$ cat src/rtl/joystick_decoder_pkg.sv
// Shared constants, event-FSM state type and width helpers for the joystick/keypad decoder.
package joystick_pkg;

  localparam int LED_MODE_LATCH     = 0;
  localparam int LED_MODE_MOMENTARY = 1;

  typedef enum logic [1:0] {
    ST_IDLE = 2'd0,
    ST_HOLD = 2'd1,
    ST_RPT  = 2'd2
  } evt_state_e;

  function automatic int code_w(input int n_keys);
    return (n_keys > 1) ? $clog2(n_keys) : 1;
  endfunction

  // Bits needed to hold 0..max_val, never less than one.
  function automatic int cnt_w(input int max_val);
    return (max_val > 0) ? $clog2(max_val + 1) : 1;
  endfunction

endpackage

$ cat src/rtl/joystick_decoder_if.sv
// Key pins in, decoded key/event/LED signals out; the decoder sits on the slave side.
interface joystick_decoder_if #(
  parameter int N_KEYS = 5,
  parameter int LED_W  = 4
);
  localparam int CODE_W = joystick_pkg::code_w(N_KEYS);

  logic [N_KEYS-1:0] key_n;
  logic [N_KEYS-1:0] key_state;
  logic              key_valid;
  logic [CODE_W-1:0] key_code;
  logic              key_evt;
  logic [LED_W-1:0]  led;

  modport master (output key_n, input key_state, key_valid, key_code, key_evt, led);
  modport slave  (input key_n, output key_state, key_valid, key_code, key_evt, led);
endinterface

$ cat src/rtl/joystick_decoder_debounce.sv
// One key: two-flop synchroniser followed by a stability counter; output is active high.
module key_debounce
  import joystick_pkg::*;
#(
  parameter int DEB_CYCLES = 16
) (
  input  logic clk,
  input  logic reset,
  input  logic key_n_i,
  output logic key_state_o
);
  localparam int              CW       = cnt_w(DEB_CYCLES - 1);
  localparam logic [CW-1:0]   CNT_LAST = CW'(DEB_CYCLES - 1);

  logic          sync1_q, sync2_q;
  logic          state_q, state_d;
  logic [CW-1:0] cnt_q, cnt_d;
  logic          pressed_raw;

  assign pressed_raw = ~sync2_q;

  // NOTE: every variable assigned in always_comb gets a default first, so no path can infer a latch.
  always_comb begin
    state_d = state_q;
    cnt_d   = '0;
    if (pressed_raw != state_q) begin
      if (cnt_q == CNT_LAST) state_d = ~state_q;
      else                   cnt_d   = cnt_q + 1'b1;
    end
  end

  // NOTE: sequential state uses non-blocking assignments only, so every flop samples pre-edge values.
  always_ff @(posedge clk or negedge reset) begin
    if (!reset) begin
      sync1_q <= 1'b1;
      sync2_q <= 1'b1;
      state_q <= 1'b0;
      cnt_q   <= '0;
    end else begin
      sync1_q <= key_n_i;
      sync2_q <= sync1_q;
      state_q <= state_d;
      cnt_q   <= cnt_d;
    end
  end

  assign key_state_o = state_q;
endmodule

$ cat src/rtl/joystick_decoder.sv
// Debounced key bank -> fixed-priority key code -> press/auto-repeat events and an active-low LED bank.
module joystick_decoder
  import joystick_pkg::*;
#(
  parameter int N_KEYS       = 5,
  parameter int LED_W        = 4,
  parameter int DEB_CYCLES   = 16,
  parameter int REPEAT_DELAY = 0,
  parameter int REPEAT_RATE  = 1,
  parameter int LED_MODE     = LED_MODE_LATCH
) (
  input logic               clk,
  input logic               reset,
  joystick_decoder_if.slave bus
);
  localparam int                CODE_W   = code_w(N_KEYS);
  localparam int                RPT_MAX  = (REPEAT_DELAY > REPEAT_RATE) ? REPEAT_DELAY : REPEAT_RATE;
  localparam int                CNT_W    = cnt_w(RPT_MAX);
  localparam logic [CNT_W-1:0]  DELAY_LD = CNT_W'(REPEAT_DELAY);
  localparam logic [CNT_W-1:0]  RATE_LD  = CNT_W'(REPEAT_RATE);

  logic [N_KEYS-1:0] key_state;
  logic              key_valid_q, key_valid_d;
  logic [CODE_W-1:0] key_code_q, key_code_d, evt_code_q, evt_code_d;
  logic              key_evt_q, key_evt_d;
  logic [CNT_W-1:0]  cnt_q, cnt_d;
  evt_state_e        state_q, state_d;
  logic [LED_W-1:0]  led_q, led_d;

  for (genvar g = 0; g < N_KEYS; g++) begin : g_deb
    key_debounce #(.DEB_CYCLES(DEB_CYCLES)) u_deb (
      .clk         (clk),
      .reset       (reset),
      .key_n_i     (bus.key_n[g]),
      .key_state_o (key_state[g])
    );
  end

  // Codes beyond the LED bank light every LED.
  function automatic logic [LED_W-1:0] pattern(input logic [CODE_W-1:0] code);
    logic [LED_W-1:0] p;
    for (int i = 0; i < LED_W; i++) p[i] = (int'(code) == i) ? 1'b0 : 1'b1;
    if (int'(code) >= LED_W) p = '0;
    return p;
  endfunction

  // Scan downwards so the lowest set index wins.
  always_comb begin
    key_code_d  = '0;
    key_valid_d = |key_state;
    for (int i = N_KEYS - 1; i >= 0; i--) begin
      if (key_state[i]) key_code_d = CODE_W'(i);
    end
  end

  always_comb begin
    state_d    = state_q;
    cnt_d      = cnt_q;
    key_evt_d  = 1'b0;
    evt_code_d = evt_code_q;
    unique case (state_q)
      ST_IDLE: begin
        if (key_valid_q) begin
          key_evt_d = 1'b1;
          cnt_d     = DELAY_LD;
          state_d   = ST_HOLD;
        end
      end
      ST_HOLD, ST_RPT: begin
        // Release outranks a simultaneous code change.
        if (!key_valid_q) begin
          state_d = ST_IDLE;
          cnt_d   = '0;
        end else if (key_code_q != evt_code_q) begin
          key_evt_d = 1'b1;
          cnt_d     = DELAY_LD;
          state_d   = ST_HOLD;
        end else if (REPEAT_DELAY != 0) begin
          if (cnt_q == CNT_W'(1)) begin
            key_evt_d = 1'b1;
            cnt_d     = RATE_LD;
            state_d   = ST_RPT;
          end else begin
            cnt_d = cnt_q - 1'b1;
          end
        end
      end
      default: state_d = ST_IDLE;
    endcase
    if (key_evt_d) evt_code_d = key_code_q;
  end

  always_comb begin
    if (LED_MODE == LED_MODE_MOMENTARY) led_d = key_valid_q ? pattern(key_code_q) : '1;
    else                                led_d = key_evt_d ? pattern(key_code_q) : led_q;
  end

  always_ff @(posedge clk or negedge reset) begin
    if (!reset) begin
      key_valid_q <= 1'b0;
      key_code_q  <= '0;
      evt_code_q  <= '0;
      key_evt_q   <= 1'b0;
      cnt_q       <= '0;
      state_q     <= ST_IDLE;
      led_q       <= '1;
    end else begin
      key_valid_q <= key_valid_d;
      key_code_q  <= key_code_d;
      evt_code_q  <= evt_code_d;
      key_evt_q   <= key_evt_d;
      cnt_q       <= cnt_d;
      state_q     <= state_d;
      led_q       <= led_d;
    end
  end

  assign bus.key_state = key_state;
  assign bus.key_valid = key_valid_q;
  assign bus.key_code  = key_code_q;
  assign bus.key_evt   = key_evt_q;
  assign bus.led       = led_q;
endmodule

$ cat src/flat_wrapper.sv
// flat-port wrapper written by rule: the top's interface ports become plain ports
module joystick_decoder_flat import joystick_pkg::*;
#(
  parameter int N_KEYS       = 5,
  parameter int LED_W        = 4,
  parameter int DEB_CYCLES   = 16,
  parameter int REPEAT_DELAY = 0,
  parameter int REPEAT_RATE  = 1,
  parameter int LED_MODE     = LED_MODE_LATCH
)
  (clk, reset, bus_key_n, bus_key_state, bus_key_valid, bus_key_code, bus_key_evt, bus_led);
  joystick_decoder_if #(.N_KEYS(N_KEYS), .LED_W(LED_W)) bus_i ();
  input logic clk;
  input logic reset;
  input wire logic [$bits(bus_i.key_n)-1:0] bus_key_n;
  output wire logic [$bits(bus_i.key_state)-1:0] bus_key_state;
  output wire logic [$bits(bus_i.key_valid)-1:0] bus_key_valid;
  output wire logic [$bits(bus_i.key_code)-1:0] bus_key_code;
  output wire logic [$bits(bus_i.key_evt)-1:0] bus_key_evt;
  output wire logic [$bits(bus_i.led)-1:0] bus_led;
  assign bus_i.key_n = bus_key_n;
  assign bus_key_state = bus_i.key_state;
  assign bus_key_valid = bus_i.key_valid;
  assign bus_key_code = bus_i.key_code;
  assign bus_key_evt = bus_i.key_evt;
  assign bus_led = bus_i.led;
  joystick_decoder #(.N_KEYS(N_KEYS), .LED_W(LED_W), .DEB_CYCLES(DEB_CYCLES), .REPEAT_DELAY(REPEAT_DELAY), .REPEAT_RATE(REPEAT_RATE), .LED_MODE(LED_MODE)) u_core (.clk(clk), .reset(reset), .bus(bus_i));
endmodule
$ cat config.mk
export PLATFORM = sky130hd
export DESIGN_NAME = joystick_decoder_flat
export DESIGN_NICKNAME = d
export VERILOG_FILES = /design/src/rtl/joystick_decoder_pkg.sv /design/src/rtl/joystick_decoder_if.sv /design/src/rtl/joystick_decoder_debounce.sv /design/src/rtl/joystick_decoder.sv /design/src/flat_wrapper.sv
export SDC_FILE = /design/constraint.sdc
export NUM_CORES = 1
export LEC_CHECK = 0
export ABC_CLOCK_PERIOD_IN_PS = 3300
export CAP_MARGIN = 20
export CORE_MARGIN = 4
export CORE_UTILIZATION = 56
export DETAILED_ROUTE_END_ITERATION = 8
export PLACE_DENSITY = 0.8
export REMOVE_ABC_BUFFERS = 1
export SLEW_MARGIN = 10
export SYNTH_ARGS = -nofsm -noshare
export SYNTH_HDL_FRONTEND = slang
export SYNTH_HIERARCHICAL = 1
export SYNTH_SLANG_ARGS = --single-unit
$ cat constraint.sdc
create_clock -name clk -period 3.3 [get_ports clk]
set_input_delay 0.33 -clock clk [delete_from_list [all_inputs] [get_ports clk]]
set_output_delay 0.33 -clock clk [all_outputs]
set_load 0.01 [all_outputs]
==> out/qor_table.md <==
| Metric | Reported | Unit |
|---|---|---|
| Via count of the first global-routing pass | 1,197 | - |
| Flip-flop and latch count after synthesis | 48 | - |
| Maximum root-to-sink buffer count | 2 | - |
| Run status | completed | - |
| Routed Wire Length | 3.01 | mm |
| Proportion of register bits with asynchronous set or reset after synthesis | 100 | % |
| Leading area contributor after synthesis | sky130_fd_sc_hd__dfrtp_1 | - |
| Total area of sequential cells | 1220 | µm² |
| Synth-to-Final Area Change | 18.3 | % |
| Startpoint type of the worst setup path | register | - |
| All-Layer GR Usage | 16.3 | % |
| Combined area of all synthesized cells | 1850 | µm² |
| Number of antenna-violating nets in the routed design | 0 | - |
| Post-synthesis cell type count | 19 | - |
| Mean cell area of the mapped netlist | 13.2 | µm² |
| Register share of total power | 64.2 | % |
| Worst voltage drop across the vdd grid | 0.303 | mV |
| Slew at the pin closest to its max-slew limit | 0.411 | ns |
| Total area of multi-input combinational cells | 597 | µm² |
| WP buf/inv | 1 | - |
| Placement Rows | 20 | - |
| Chip width | 65.5 | µm |
| Clock sinks | 48 | - |
| # IOs | 21 | - |
| Power per cell area | 464 | nW/µm² |
| Most numerous cell in the Yosys netlist | sky130_fd_sc_hd__dfrtp_1 | - |
| Share of cells above drive strength 1 | 21.3 | % |
| Worst min-delay path category | reg -> reg | - |
| TritonCTS Buffers | 5 | - |
| GRT overflow | 0 | - |
| Net count, final | 180 | - |
| Count of filler cells inserted in the layout | 233 | - |
| Routed wire per std cell | 14.2 | µm |
| Cells resized by post-CTS repair | 0 | - |
| Via total after detailed routing | 1,155 | - |
| Count of flip-flops with a built-in enable after synthesis | 0 | - |
| Cell with the largest stage delay on the worst path | sky130_fd_sc_hd__dfstp_2 | - |
| Total power draw | 1.02 | mW |
| Worst clock skew | 0.0114 | ns |
| Worst max-slew margin expressed relative to the limit | 72.4 | % |
| Number of antenna violations at the first check in global routing | 0 | - |
| TritonRoute pass-1 iters | 4 | - |
| Setup Total Neg Slack | 0 | ns |
| Yosys Warn Count | 6 | - |
| Reg2Reg Setup Slack | 1.89 | ns |
| Clock network power share | 26.8 | % |
| Worst-path cell chain | clkdlybuf4s50_1 | - |
| Biggest fanout along the worst timing path | 2 | - |
| Number of standard cells after synthesis | 140 | - |
| Number of design rule violations left after detail routing | 0 | - |
| Setup crit end kind | primary output | - |
| DPL Wire Length | 2.13 | mm |
| Final GP Congestion | 0.751 | - |
| CP arrival | 1.43 | ns |
| Proportion of synthesized chip area in sequential cells | 65.8 | % |
| Largest incremental delay on the critical path | 0.55 | ns |
| Cell internal power dissipation | 0.783 | mW |
| Initial DRC count | 66 | - |
| Number of buffer cells added on primary ports | 20 | - |
| Clock transition at the register clock pins on the worst setup and hold paths after CTS | 0.13 | ns |
| Full die area | 4290 | µm² |
| Leading cell types by count after synthesis | sky130_fd_sc_hd__dfrtp_1, sky130_fd_sc_hd__dfstp_2, sky130_fd_sc_hd__nor2_1, sky130_fd_sc_hd__a21oi_1, sky130_fd_sc_hd__a31oi_1 | - |
| Most common flop cell mapped by yosys | sky130_fd_sc_hd__dfrtp_1 | - |
| FMAX | 0.569 | GHz |
| Number of H-tree branching levels | 2 | - |
| Average vias per placed instance | 5.42 | - |
| RSZ-0062 raised after global routing | no | - |
| Worst hold margin | 0.360 | ns |
| Fraction of power spent switching nets | 23.1 | % |
| Fraction of the cycle the final worst path needs | 53.3 | % |
| Starting Density | 59.7 | % |
| Post-layout minimum cycle time | 1.76 | ns |
| Area share of the largest cell type after synthesis | 45.9 | % |
| Height of the chip | 65.5 | µm |
| Post-layout instance count excluding filler cells | 213 | - |
| TritonCTS clock tree | built | - |
| First-pass GRT wire length | 5.25 | mm |
| Switching pwr | 0.235 | mW |
| Setup Fix Bufs, Post-CTS | 0 | - |
| Number of hold buffers added after cts | 0 | - |
| Pin count of the biggest net entering global routing | 49 | - |
| Max-capacitance violation count | 0 | - |
| Crit Path Category | reg -> out | - |
| Top area cells in the synthesized netlist | sky130_fd_sc_hd__dfrtp_1, sky130_fd_sc_hd__dfstp_2, sky130_fd_sc_hd__mux2_2 | - |
| Clock tree root buffer cell | sky130_fd_sc_hd__clkbuf_4 | - |
| Fin util | 70.6 | % |
| Worst EP required | 2.97 | ns |
| Core area | 3100 | µm² |
| P_leak | 1.02 | nW |
| Clock latency reported for the late side of the worst-skew pair | 0.35 | ns |
| Category of cells accounting for the largest share of critical-path delay | flip-flops | - |
| Number of diodes added for antenna fixing | 0 | - |
| Hold Fails Final Rpt | 0 | - |
| Placed cells | 203 | - |
| Final slew viol count | 0 | - |
| Combinational share of power | 9.0 | % |
| Final setup violation count | 0 | - |
[routing by layer]
metal  share of wire (%)  global-route usage [%]  up-vias  wire (µm)
met5                   0                       0        -          0
met4                 1.9                    7.77        0         57
met3                 3.8                    3.59        5        114
met2                  50                    29.3       27       1510
met1                  44                    18.2      570       1330
li1                    -                       -      553          -
[state kept, by name (all words and copies together), names as in the netlist]
register,flops
u_core/bus.key_valid,1
u_core/evt_code_q,3
u_core/state_q,1
u_core/g_deb.u_deb/sync2_q,5
u_core/bus.led,4
u_core/g_deb.u_deb/key_state_o,5
u_core/g_deb.u_deb/sync1_q,5
u_core/bus.key_evt,1
u_core/g_deb.u_deb/cnt_q,20
u_core/bus.key_code,3
[placed cells by master, fill, tap and decap left out, drive strengths merged, types with 6 or more instances in the layout]
master	netlist	routed
nor2	12	12
clkbuf	1	7
a21oi	10	10
nor3	6	6
dfrtp	34	34
a31oi	10	10
xnor2	8	8
mux2	7	7
inv	9	9
clkdlybuf4s50	0	19
dfstp	14	14
[per-stage QoR]
stage          cell area, µm²  setup WS, ns
6_report                 2190          1.54
5_1_grt                  2190          1.48
4_1_cts                  2160          1.52
3_5_place_dp             2100          1.91
3_3_place_gp             2100          1.94
2_1_floorplan            1850          1.97
[cell families after synthesis]
family / synth area share (%)
multiplexers: 4.25
flip-flops: 65.8
XOR/XNOR: 6.14
adder cells (fa/ha/maj): 3.38
buffers and inverters: 2.03
AO/OA/AOI/OAI: 11.3
AND/OR/NAND/NOR: 7.09
[cell type report]
type	instances	share of cell area, %
flip-flops and latches	48	55.6
well taps	44	2.51
multi-input cells	82	27.2
inverters	9	1.54
clock buffers	7	2.51
clock inverters	1	0.342
repair buffers	22	10.3
[power groups by stage]
stage	logic, mW	registers, mW	clock network (mW)
4_1_cts	0.0897	0.653	0.283
2_1_floorplan	0.0418	0.663	0
5_1_grt	0.103	0.658	0.310
3_3_place_gp	0.0841	0.660	0
3_5_place_dp	0.0891	0.663	0
6_report	0.0920	0.653	0.273
[path summary, 6_finish.rpt]
check | start | to | depth (start not counted)
max | u_core/bus.led[2]$_DFFE_PN1P_ | bus_led[2] | 1
min | u_core/g_deb[4].u_deb/sync1_q$_DFF_PN1_ | u_core/g_deb[4].u_deb/sync2_q$_DFF_PN1_ | 0
max reg2reg | u_core/bus.key_code[1]$_DFF_PN0_ | u_core/bus.led[0]$_DFFE_PN1P_ | 3
min reg2reg | u_core/g_deb[4].u_deb/sync1_q$_DFF_PN1_ | u_core/g_deb[4].u_deb/sync2_q$_DFF_PN1_ | 0
max in group asynchronous | reset | u_core/g_deb[4].u_deb/sync1_q$_DFF_PN1_ | 3
min in group asynchronous | reset | u_core/g_deb[0].u_deb/cnt_q[0]$_DFF_PN0_ | 2
Power figures use the tool's default switching activity.
